## src/rtl/acorn_stream_engine.sv

```systemverilog
// ACORN-128 state-update engine. Runs W sequential state steps per accepted word,
// unrolled combinationally into a single cycle, and registers the per-step result
// bits as one output word. Phase sequencing (key/IV load, AD, padding,
// finalisation, tag) is done upstream; this block only executes the steps it is
// given.
//
// Optional feature: define ACORN_STATE_LOAD_EN to add a direct state load port.
//
// Ports:
//   clk_i         rising-edge clock
//   rst_ni        asynchronous active-low reset
//   clr_i         synchronous clear of state, step counter and output register
//   in_valid_i    input word valid
//   in_ready_o    engine accepts a word this cycle
//   in_data_i     W message/cipher bits, bit 0 is the earliest step
//   in_ca_i       ca control bit applied to every step of the word
//   in_cb_i       cb control bit applied to every step of the word
//   in_mode_i     00 absorb, 01 encrypt, 10 decrypt, 11 absorb
//   out_valid_o   output word valid
//   out_ready_i   downstream accepts the output word
//   out_data_o    W per-step result bits, bit 0 is the earliest step
//   state_out_o   current state s[292:0]
//   step_cnt_o    steps executed since reset/clear, wraps modulo 2^CNT_W
//   state_ld_i    (ACORN_STATE_LOAD_EN) load state_in_i at the next edge
//   state_in_i    (ACORN_STATE_LOAD_EN) state value to load
module acorn_stream_engine #(
  parameter int unsigned W     = 8,
  parameter int unsigned CNT_W = 16
) (
  input  logic             clk_i,
  input  logic             rst_ni,
  input  logic             clr_i,
  input  logic             in_valid_i,
  output logic             in_ready_o,
  input  logic [W-1:0]     in_data_i,
  input  logic             in_ca_i,
  input  logic             in_cb_i,
  input  logic [1:0]       in_mode_i,
  output logic             out_valid_o,
  input  logic             out_ready_i,
  output logic [W-1:0]     out_data_o,
  output logic [292:0]     state_out_o,
`ifdef ACORN_STATE_LOAD_EN
  input  logic             state_ld_i,
  input  logic [292:0]     state_in_i,
`endif
  output logic [CNT_W-1:0] step_cnt_o
);

  if (!(W == 1 || W == 8 || W == 16 || W == 32)) begin : gen_bad_w
    $error("acorn_stream_engine: W must be 1, 8, 16 or 32");
  end

  logic [292:0]     state_q, state_d, state_step;
  logic [CNT_W-1:0] cnt_q, cnt_d;
  logic [W-1:0]     out_data_q, out_data_d, step_res;
  logic             out_valid_q, out_valid_d;
  logic             xfer;

`ifdef ACORN_STATE_LOAD_EN
  assign in_ready_o = (~out_valid_q | out_ready_i) & ~state_ld_i;
`else
  assign in_ready_o = ~out_valid_q | out_ready_i;
`endif
  assign xfer = in_valid_i & in_ready_o;

  // W steps unrolled; each step sees the state left by the previous one.
  always_comb begin : step_unroll
    logic [292:0] s;
    logic         ks, f, m;
    s        = state_q;
    step_res = '0;
    ks       = 1'b0;
    f        = 1'b0;
    m        = 1'b0;
    for (int i = 0; i < W; i++) begin
      // LFSR pre-updates, order matters: each uses the not-yet-updated tap below it
      s[289] = s[289] ^ s[235] ^ s[230];
      s[230] = s[230] ^ s[196] ^ s[193];
      s[193] = s[193] ^ s[160] ^ s[154];
      s[154] = s[154] ^ s[111] ^ s[107];
      s[107] = s[107] ^ s[66] ^ s[61];
      s[61]  = s[61] ^ s[23] ^ s[0];
      ks = s[12] ^ s[154]
         ^ ((s[235] & s[61]) ^ (s[235] & s[193]) ^ (s[61] & s[193]))
         ^ ((s[230] & s[111]) ^ (~s[230] & s[66]));
      f  = s[0] ^ ~s[107]
         ^ ((s[244] & s[23]) ^ (s[244] & s[160]) ^ (s[23] & s[160]))
         ^ (in_ca_i & s[196]) ^ (in_cb_i & ks);
      unique case (in_mode_i)
        2'b01: begin
          m           = in_data_i[i];
          step_res[i] = in_data_i[i] ^ ks;
        end
        2'b10: begin
          m           = in_data_i[i] ^ ks;
          step_res[i] = in_data_i[i] ^ ks;
        end
        default: begin
          m           = in_data_i[i];
          step_res[i] = ks;
        end
      endcase
      s = {f ^ m, s[292:1]};
    end
    state_step = s;
  end

  always_comb begin
    state_d     = state_q;
    cnt_d       = cnt_q;
    out_data_d  = out_data_q;
    out_valid_d = out_valid_q;
    if (clr_i) begin
      // Clear wins; a word offered in the same cycle is dropped.
      state_d     = '0;
      cnt_d       = '0;
      out_data_d  = '0;
      out_valid_d = 1'b0;
    end
`ifdef ACORN_STATE_LOAD_EN
    else if (state_ld_i) begin
      state_d     = state_in_i;
      out_valid_d = 1'b0;
    end
`endif
    else if (xfer) begin
      state_d     = state_step;
      cnt_d       = cnt_q + CNT_W'(W);
      out_data_d  = step_res;
      out_valid_d = 1'b1;
    end else if (out_ready_i) begin
      out_valid_d = 1'b0;
    end
  end

  always_ff @(posedge clk_i or negedge rst_ni) begin
    if (!rst_ni) begin
      state_q     <= '0;
      cnt_q       <= '0;
      out_data_q  <= '0;
      out_valid_q <= 1'b0;
    end else begin
      state_q     <= state_d;
      cnt_q       <= cnt_d;
      out_data_q  <= out_data_d;
      out_valid_q <= out_valid_d;
    end
  end

  assign state_out_o = state_q;
  assign step_cnt_o  = cnt_q;
  assign out_data_o  = out_data_q;
  assign out_valid_o = out_valid_q;

endmodule

```

## config.mk

```make
export PLATFORM = sky130hd
export DESIGN_NAME = acorn_stream_engine
export DESIGN_NICKNAME = d
export VERILOG_FILES = /design/src/rtl/acorn_stream_engine.sv
export SDC_FILE = /design/constraint.sdc
export NUM_CORES = 1
export LEC_CHECK = 0
export ABC_AREA = 1
export CAP_MARGIN = 20
export CORE_MARGIN = 10
export CORE_UTILIZATION = 40
export CTS_CLUSTER_SIZE = 14
export DETAILED_ROUTE_END_ITERATION = 6
export DONT_BUFFER_PORTS = 1
export HOLD_SLACK_MARGIN = 0.08
export PLACE_DENSITY = 0.65
export SKIP_LAST_GASP = 1
export SYNTH_ARGS = -nofsm -noshare
export SYNTH_HDL_FRONTEND = slang
export SYNTH_SLANG_ARGS = --single-unit
```

## constraint.sdc

```tcl
create_clock -name clk_i -period 2.6 [get_ports clk_i]
set_input_delay 0.26 -clock clk_i [delete_from_list [all_inputs] [get_ports clk_i]]
set_output_delay 0.26 -clock clk_i [all_outputs]
set_load 0.01 [all_outputs]
```

After elaboration in Yosys (flattened, before gate mapping). Index checks and enable logic that the tools add are counted.

Reduce and logical (&&, ||, !) cells: 3. Eq/ne operators: 2. Add/subtract/negate cells: 1. Muxes and demuxes: 25. Bitwise operators: 307.

Operator list (number): $mux 293 (2); $xor 1x1->1 (208); $and 1x1->1 (81); $mux 16 (2); $mux 1 (19); $not 1->1 (17); $add 16x4->16 const B (1); $mux 8 (2); $reduce_bool 3->1 (1); $eq 2x1->1 const B (1); $eq 2x2->1 const B (1); $reduce_bool 2->1 (1); $reduce_or 2->1 (1); $or 1x1->1 (1).

Register bits: 318. Word-level logic and storage cells: 342. Output and inout bits: 319. Input bits: 17.

Logic depth before layout (Yosys ltp).
Depth in word-level cells: 14. Depth in mapped cells: 18. Mapped depth without buffers: 18.

Least setup slack after synthesis. OpenSTA, ideal clock, no wires.

Path type: register -> register. Start: register cnt_q[3] (netlist: step_cnt_o[3]). End: register cnt_q[15] (netlist: step_cnt_o[15]). Period minus slack after synthesis: 1.742 ns. Arrival time: 1.623 ns. Setup slack: 0.858 ns. Stages on the path, launching flop included: 12. Buffers on the path: 0. Library setup time: 0.119 ns. Required time: 2.481 ns. Cell sequence: dfrtp_1 ha_1 nand4_1 nor2_1 nand2_1 nor2_1 nand2_1 nor2_2 nand3_1 nor2_1 a21oi_1 o21a_1.

Cells in the longest elaborated chain, start to end: 3.

Ends and longest elaborated chain: start: declaration (line 55) `logic [CNT_W-1:0] cnt_q, cnt_d;`; start signal: assignment (line 145) `cnt_q <= cnt_d;`; $add 16x4->16 (line 129) `cnt_d = cnt_q + CNT_W'(W);`; $mux 16 (line 127) `else if (xfer) begin`; $mux 16 (line 114) `if (clr_i) begin`.

Every way passes these cells. The select of a mux whose other input is x is not followed. A chain may end at the register's enable or synchronous reset.

Worst setup path in the final report.
Start: register state_q[66] (netlist: state_out_o[66]). End: register state_q[290] (netlist: state_out_o[290]).

Cells in the longest elaborated chain, start to end: 12. Elaborated cells on any way between the ends: 20. Classes of those cells: mux (3); bitwise (17).

Ends and longest elaborated chain: start: declaration (line 54) `logic [292:0] state_q, state_d, state_step;`; start signal: assignment (line 144) `state_q <= state_d;`; $xor 1x1->1 (2 in a row) (line 83) `s[61] = s[61] ^ s[23] ^ s[0];`; $and 1x1->1 (line 85) `^ ((s[235] & s[61]) ^ (s[235] & s[193]) ^ (s[61] & s[193]))`; $xor 1x1->1 (3 in a row) (line 85); $xor 1x1->1 (line 86) `^ ((s[230] & s[111]) ^ (~s[230] & s[66]));`; $and 1x1->1 / $xor 1x1->1 (equally long branches) (line 89, 96); $xor 1x1->1 / $mux 1 (equally long branches) (line 89, 90); $xor 1x1->1 (*) (line 104) `s = {f ^ m, s[292:1]};`; $mux 293 (*) (line 127); $mux 293 (*) (line 114).

Mark *: on every way between the ends. The rest lies on a longest branch, timed or not. The select of a mux whose other input is x is not followed.

==> results_tabular.tex <==
\begin{tabular}{lr}
\hline
Metric & Value \\
\hline
\multicolumn{2}{l}{\textbf{STA}} \\
Setup Skew & about 0.027 ns \\
Final hold vios & approximately 320 \\
RSZ-0062 raised after global routing & false \\
Setup violations, final & 0 \\
Post-layout min period & roughly 2.4 ns \\
Post-route worst hold slack & -0.599 ns \\
Summed negative setup slack over all endpoints & 0 ns \\
Fin. max-slew vios & 0 \\
Max Clk Rate & just over 400 MHz \\
Final Cycle Share & a little over nine tenths \\
Actual slew at the worst max-slew pin & around 0.63 ns \\
Worst slew margin & 58.3\% \\
\multicolumn{2}{l}{\textbf{Synth}} \\
Yosys top cell by area & dfrtp\_1 \\
Cell area after synthesis & 14900 um\^{}2 \\
Leading post-synthesis cells by cell area & dfrtp\_1 53\%, o22ai\_1 11\%, nand2\_1 11\% \\
Warning count from the yosys run & 0 \\
Register bit total from synthesis & between 300 and 400 \\
Part of the Yosys area used for sequential elements & a little over half \\
Portion of synthesized cell area occupied by the leading cell type & 53.0\% \\
Synthesized instance count & about 1800 \\
Post-synthesis cell type count & 33 \\
Avg Synthesized Cell Area & 8.32 um\^{}2 \\
\multicolumn{2}{l}{\textbf{Floorplan}} \\
Site Rows & 70 \\
Starting Density & between 40\% and 50\% \\
Top-level port count & about 340 \\
Die area & approximately 45000 um\^{}2 \\
Floorplan Core Area & 36600 um\^{}2 \\
Die width & $\sim$210 um \\
Chip Height & roughly 210 um \\
\multicolumn{2}{l}{\textbf{Placement}} \\
DPL Wire Length & around 44000 um \\
Placer's final routability congestion estimate & around 1.0 \\
Placed instance count & $\sim$2200 \\
Post-placement cell area & approximately 16000 um\^{}2 \\
Number of buffer cells added on primary ports & 0 \\
\multicolumn{2}{l}{\textbf{Global route}} \\
Total global routing track utilization & 25.2\% \\
Global-route wire length before repair & around 85000 um \\
Number of antenna violations at the first check in global routing & 1 \\
Vias in the first global route & 12400 \\
Remaining global-route overflow & 0 \\
Maximum number of pins on one net before global-route repair & between 300 and 400 \\
\multicolumn{2}{l}{\textbf{Detailed routing}} \\
DRC errors left & 30 \\
Wire length per cell & between 20 and 30 um \\
Initial DRC count & between 1500 and 2000 \\
Length of the first detailed-routing pass in iterations & 7 \\
Overall via count from detail\_route & 13200 \\
Avg Vias per Cell & 5.72 \\
DRT antenna net count & 0 \\
Total wire length after detailed routing & around 60000 um \\
\multicolumn{2}{l}{\textbf{Clocking}} \\
Maximum level of the CTS H-tree & 2 \\
Clock root buffer & clkbuf\_16 \\
Reg clk slew, reported paths & 0.06 ns \\
Number of buffers inserted during clock tree synthesis & 36 \\
Bufs on Longest Clock Path & 3 \\
Clock sink count & between 300 and 400 \\
Clock Latency Late Sink & between 0.5 and 0.6 ns \\
TritonCTS clock tree & done \\
Post-CTS Hold Fix Bufs & 13 \\
\multicolumn{2}{l}{\textbf{Setup path}} \\
Crit Path Max Fanout & 6 \\
R2R setup slack & 0.16 ns \\
Arrival time at the worst endpoint & roughly 2.9 ns \\
Sort of element at the start of the critical path & flop \\
Type of the worst setup path & reg -> reg \\
Type of destination of the critical path & flop \\
Worst endpoint required time & between 3 and 4 ns \\
\multicolumn{2}{l}{\textbf{Pwr}} \\
Power density cells & $\sim$620 nW/um\^{}2 \\
Static Leak & about 8.0 nW \\
VDD IR-drop max & roughly 0.00045 V \\
\multicolumn{2}{l}{\textbf{Outcome}} \\
Violated checks & DRC, hold timing \\
Status & finished with violations \\
\multicolumn{2}{l}{\textbf{Layout}} \\
Number of standard cells in the layout, taps in and fillers out & 2305 \\
Cell area after layout & 16900 um\^{}2 \\
Final layout net count & 1829 \\
Layout area overhead & 13.5\% \\
Share of the core filled with cells & between 40\% and 50\% \\
Share of layout cells above drive strength 1 & roughly a tenth \\
\multicolumn{2}{l}{\textbf{Min path}} \\
Min-delay worst type & in -> async \\
\multicolumn{2}{l}{\textbf{Job}} \\
Max-cap violations & 0 \\
\hline
\end{tabular}
[stage by stage]
| step | setup slack, ns | hold WS [ns] | power, W |
|---|---|---|---|
| floorplan | 0.858 | -0.0356 | 0.00532 |
| global placement | 0.137 | -0.0197 | 0.00542 |
| detailed placement | 0.157 | -0.0186 | 0.00542 |
| CTS | 0.132 | -0.621 | 0.0106 |
| global route | 0.0471 | -0.620 | 0.0108 |
| finish | 0.159 | -0.599 | 0.0105 |
[synthesized netlist by cell type]
| cell | n |
|---|---|
| nor2_2 | 2 |
| nand2_2 | 44 |
| nand2_4 | 5 |
| conb_1 | 1 |
| nand4_1 | 5 |
| a22o_1 | 1 |
| buf_1 | 4 |
| nand3b_1 | 2 |
| buf_4 | 5 |
| o21a_1 | 2 |
| clkdlybuf4s50_2 | 1 |
| inv_1 | 333 |
| buf_6 | 2 |
| a21oi_1 | 16 |
| clkbuf_8 | 2 |
| nand3_2 | 16 |
| buf_2 | 11 |
| clkinv_1 | 3 |
| a31o_2 | 1 |
| o21ai_0 | 44 |
| nand2_1 | 439 |
| inv_2 | 13 |
| dfrtp_1 | 315 |
| nor2_1 | 22 |
| nor4_1 | 1 |
| xor2_1 | 14 |
| clkbuf_1 | 50 |
| o22ai_1 | 270 |
| a21oi_2 | 2 |
| ha_1 | 2 |
| o211ai_1 | 7 |
| xnor2_1 | 5 |
| nand3_1 | 147 |
[worst paths after layout]
kind / from / endpoint / cells after the start
setup / recovery: state_out_o[66] / state_out_o[290] / 17
hold / removal: rst_ni / state_out_o[148] / 0
setup reg to reg: state_out_o[66] / state_out_o[290] / 17
hold reg to reg: out_data_o[7] / out_data_o[7] / 2
max in group asynchronous: rst_ni / state_out_o[199] / 0
min in group clk_i: in_data_i[1] / out_data_o[1] / 4
[worst max-delay path: stages, from the launching register on]
cell and delay, ns:
dfrtp_1 0.65, inv_1 0.29, nand2_1 0.15, nand3_1 0.10, nand2_1 0.16, nand2_1 0.07
nand2_1 0.06, nand2_1 0.10, inv_1 0.08, nand3_2 0.10, nand2_2 0.12, nand2_1 0.06
nand2_1 0.08, nand2_1 0.06, inv_1 0.05, nand2_1 0.05, nand3_1 0.07, nand2_1 0.05
[cell usage in the layout (no fill, tap or decap), drive strengths merged]
master / netlist / layout
a21oi: 18 / 18
a22o: 1 / 1
a31o: 1 / 1
buf: 22 / 45
bufinv: 0 / 2
clkbuf: 52 / 50
clkinv: 3 / 11
conb: 1 / 3
dfrtp: 315 / 315
diode: 0 / 1
dlygate4sd3: 0 / 13
ha: 2 / 2
inv: 346 / 350
nand2: 488 / 488
nand3: 163 / 163
nand3b: 2 / 2
nand4: 5 / 5
nor2: 24 / 24
nor4: 1 / 1
o211ai: 7 / 7
o21a: 2 / 2
o21ai: 44 / 44
o22ai: 270 / 270
xnor2: 5 / 5
xor2: 14 / 14
[area by class of cell]
type,instances,area [um^2]
repair buffers,58,568
clock inverters,14,158
diodes,1,2.50
fillers,3553,19700
inverters,349,1320
flip-flops and latches,315,7880
multi-input cells,1050,5340
well taps,468,586
clock buffers,50,1020
[sequential cells by signal, indices dropped and copies added, names as in the netlist]
signal       count
out_valid_o      1
state_out_o    293
out_data_o       8
step_cnt_o      13
[what timing repair did]
item                       CTS  global route
setup endpoints to repair    0             1
setup buffers                0             0
hold endpoints to repair   344           315
resized for setup            0             1
[per-layer routing]
layer | GRT usage, % | share of wire, % | up-vias
met5 | 0 | 0 | -
met4 | 9.60 | 3.9 | 0
met3 | 9.99 | 12 | 136
met2 | 38.9 | 45 | 673
met1 | 31.1 | 39 | 6465
li1 | - | - | 5908
[cell families after synthesis]
group                      share of synthesized area (%)
and+or+nand+nor                                     20.3
buffers and inverters                               11.2
AOI/OAI and AO/OA                                   14.1
DFF                                                 53.0
xor gates and xnor gates                            1.12
adders and majority gates                          0.168
other                                             0.0252
[power breakdown]
| part | leakage, nW | total [W] | switching [W] | internal, W |
|---|---|---|---|---|
| logic | 2.99 | 0.000380 | 0.000276 | 0.000104 |
| clock network | 0.588 | 0.00513 | 0.00215 | 0.00298 |
| registers | 4.39 | 0.00498 | 0.0000512 | 0.00493 |
Power figures use the tool's default switching activity.
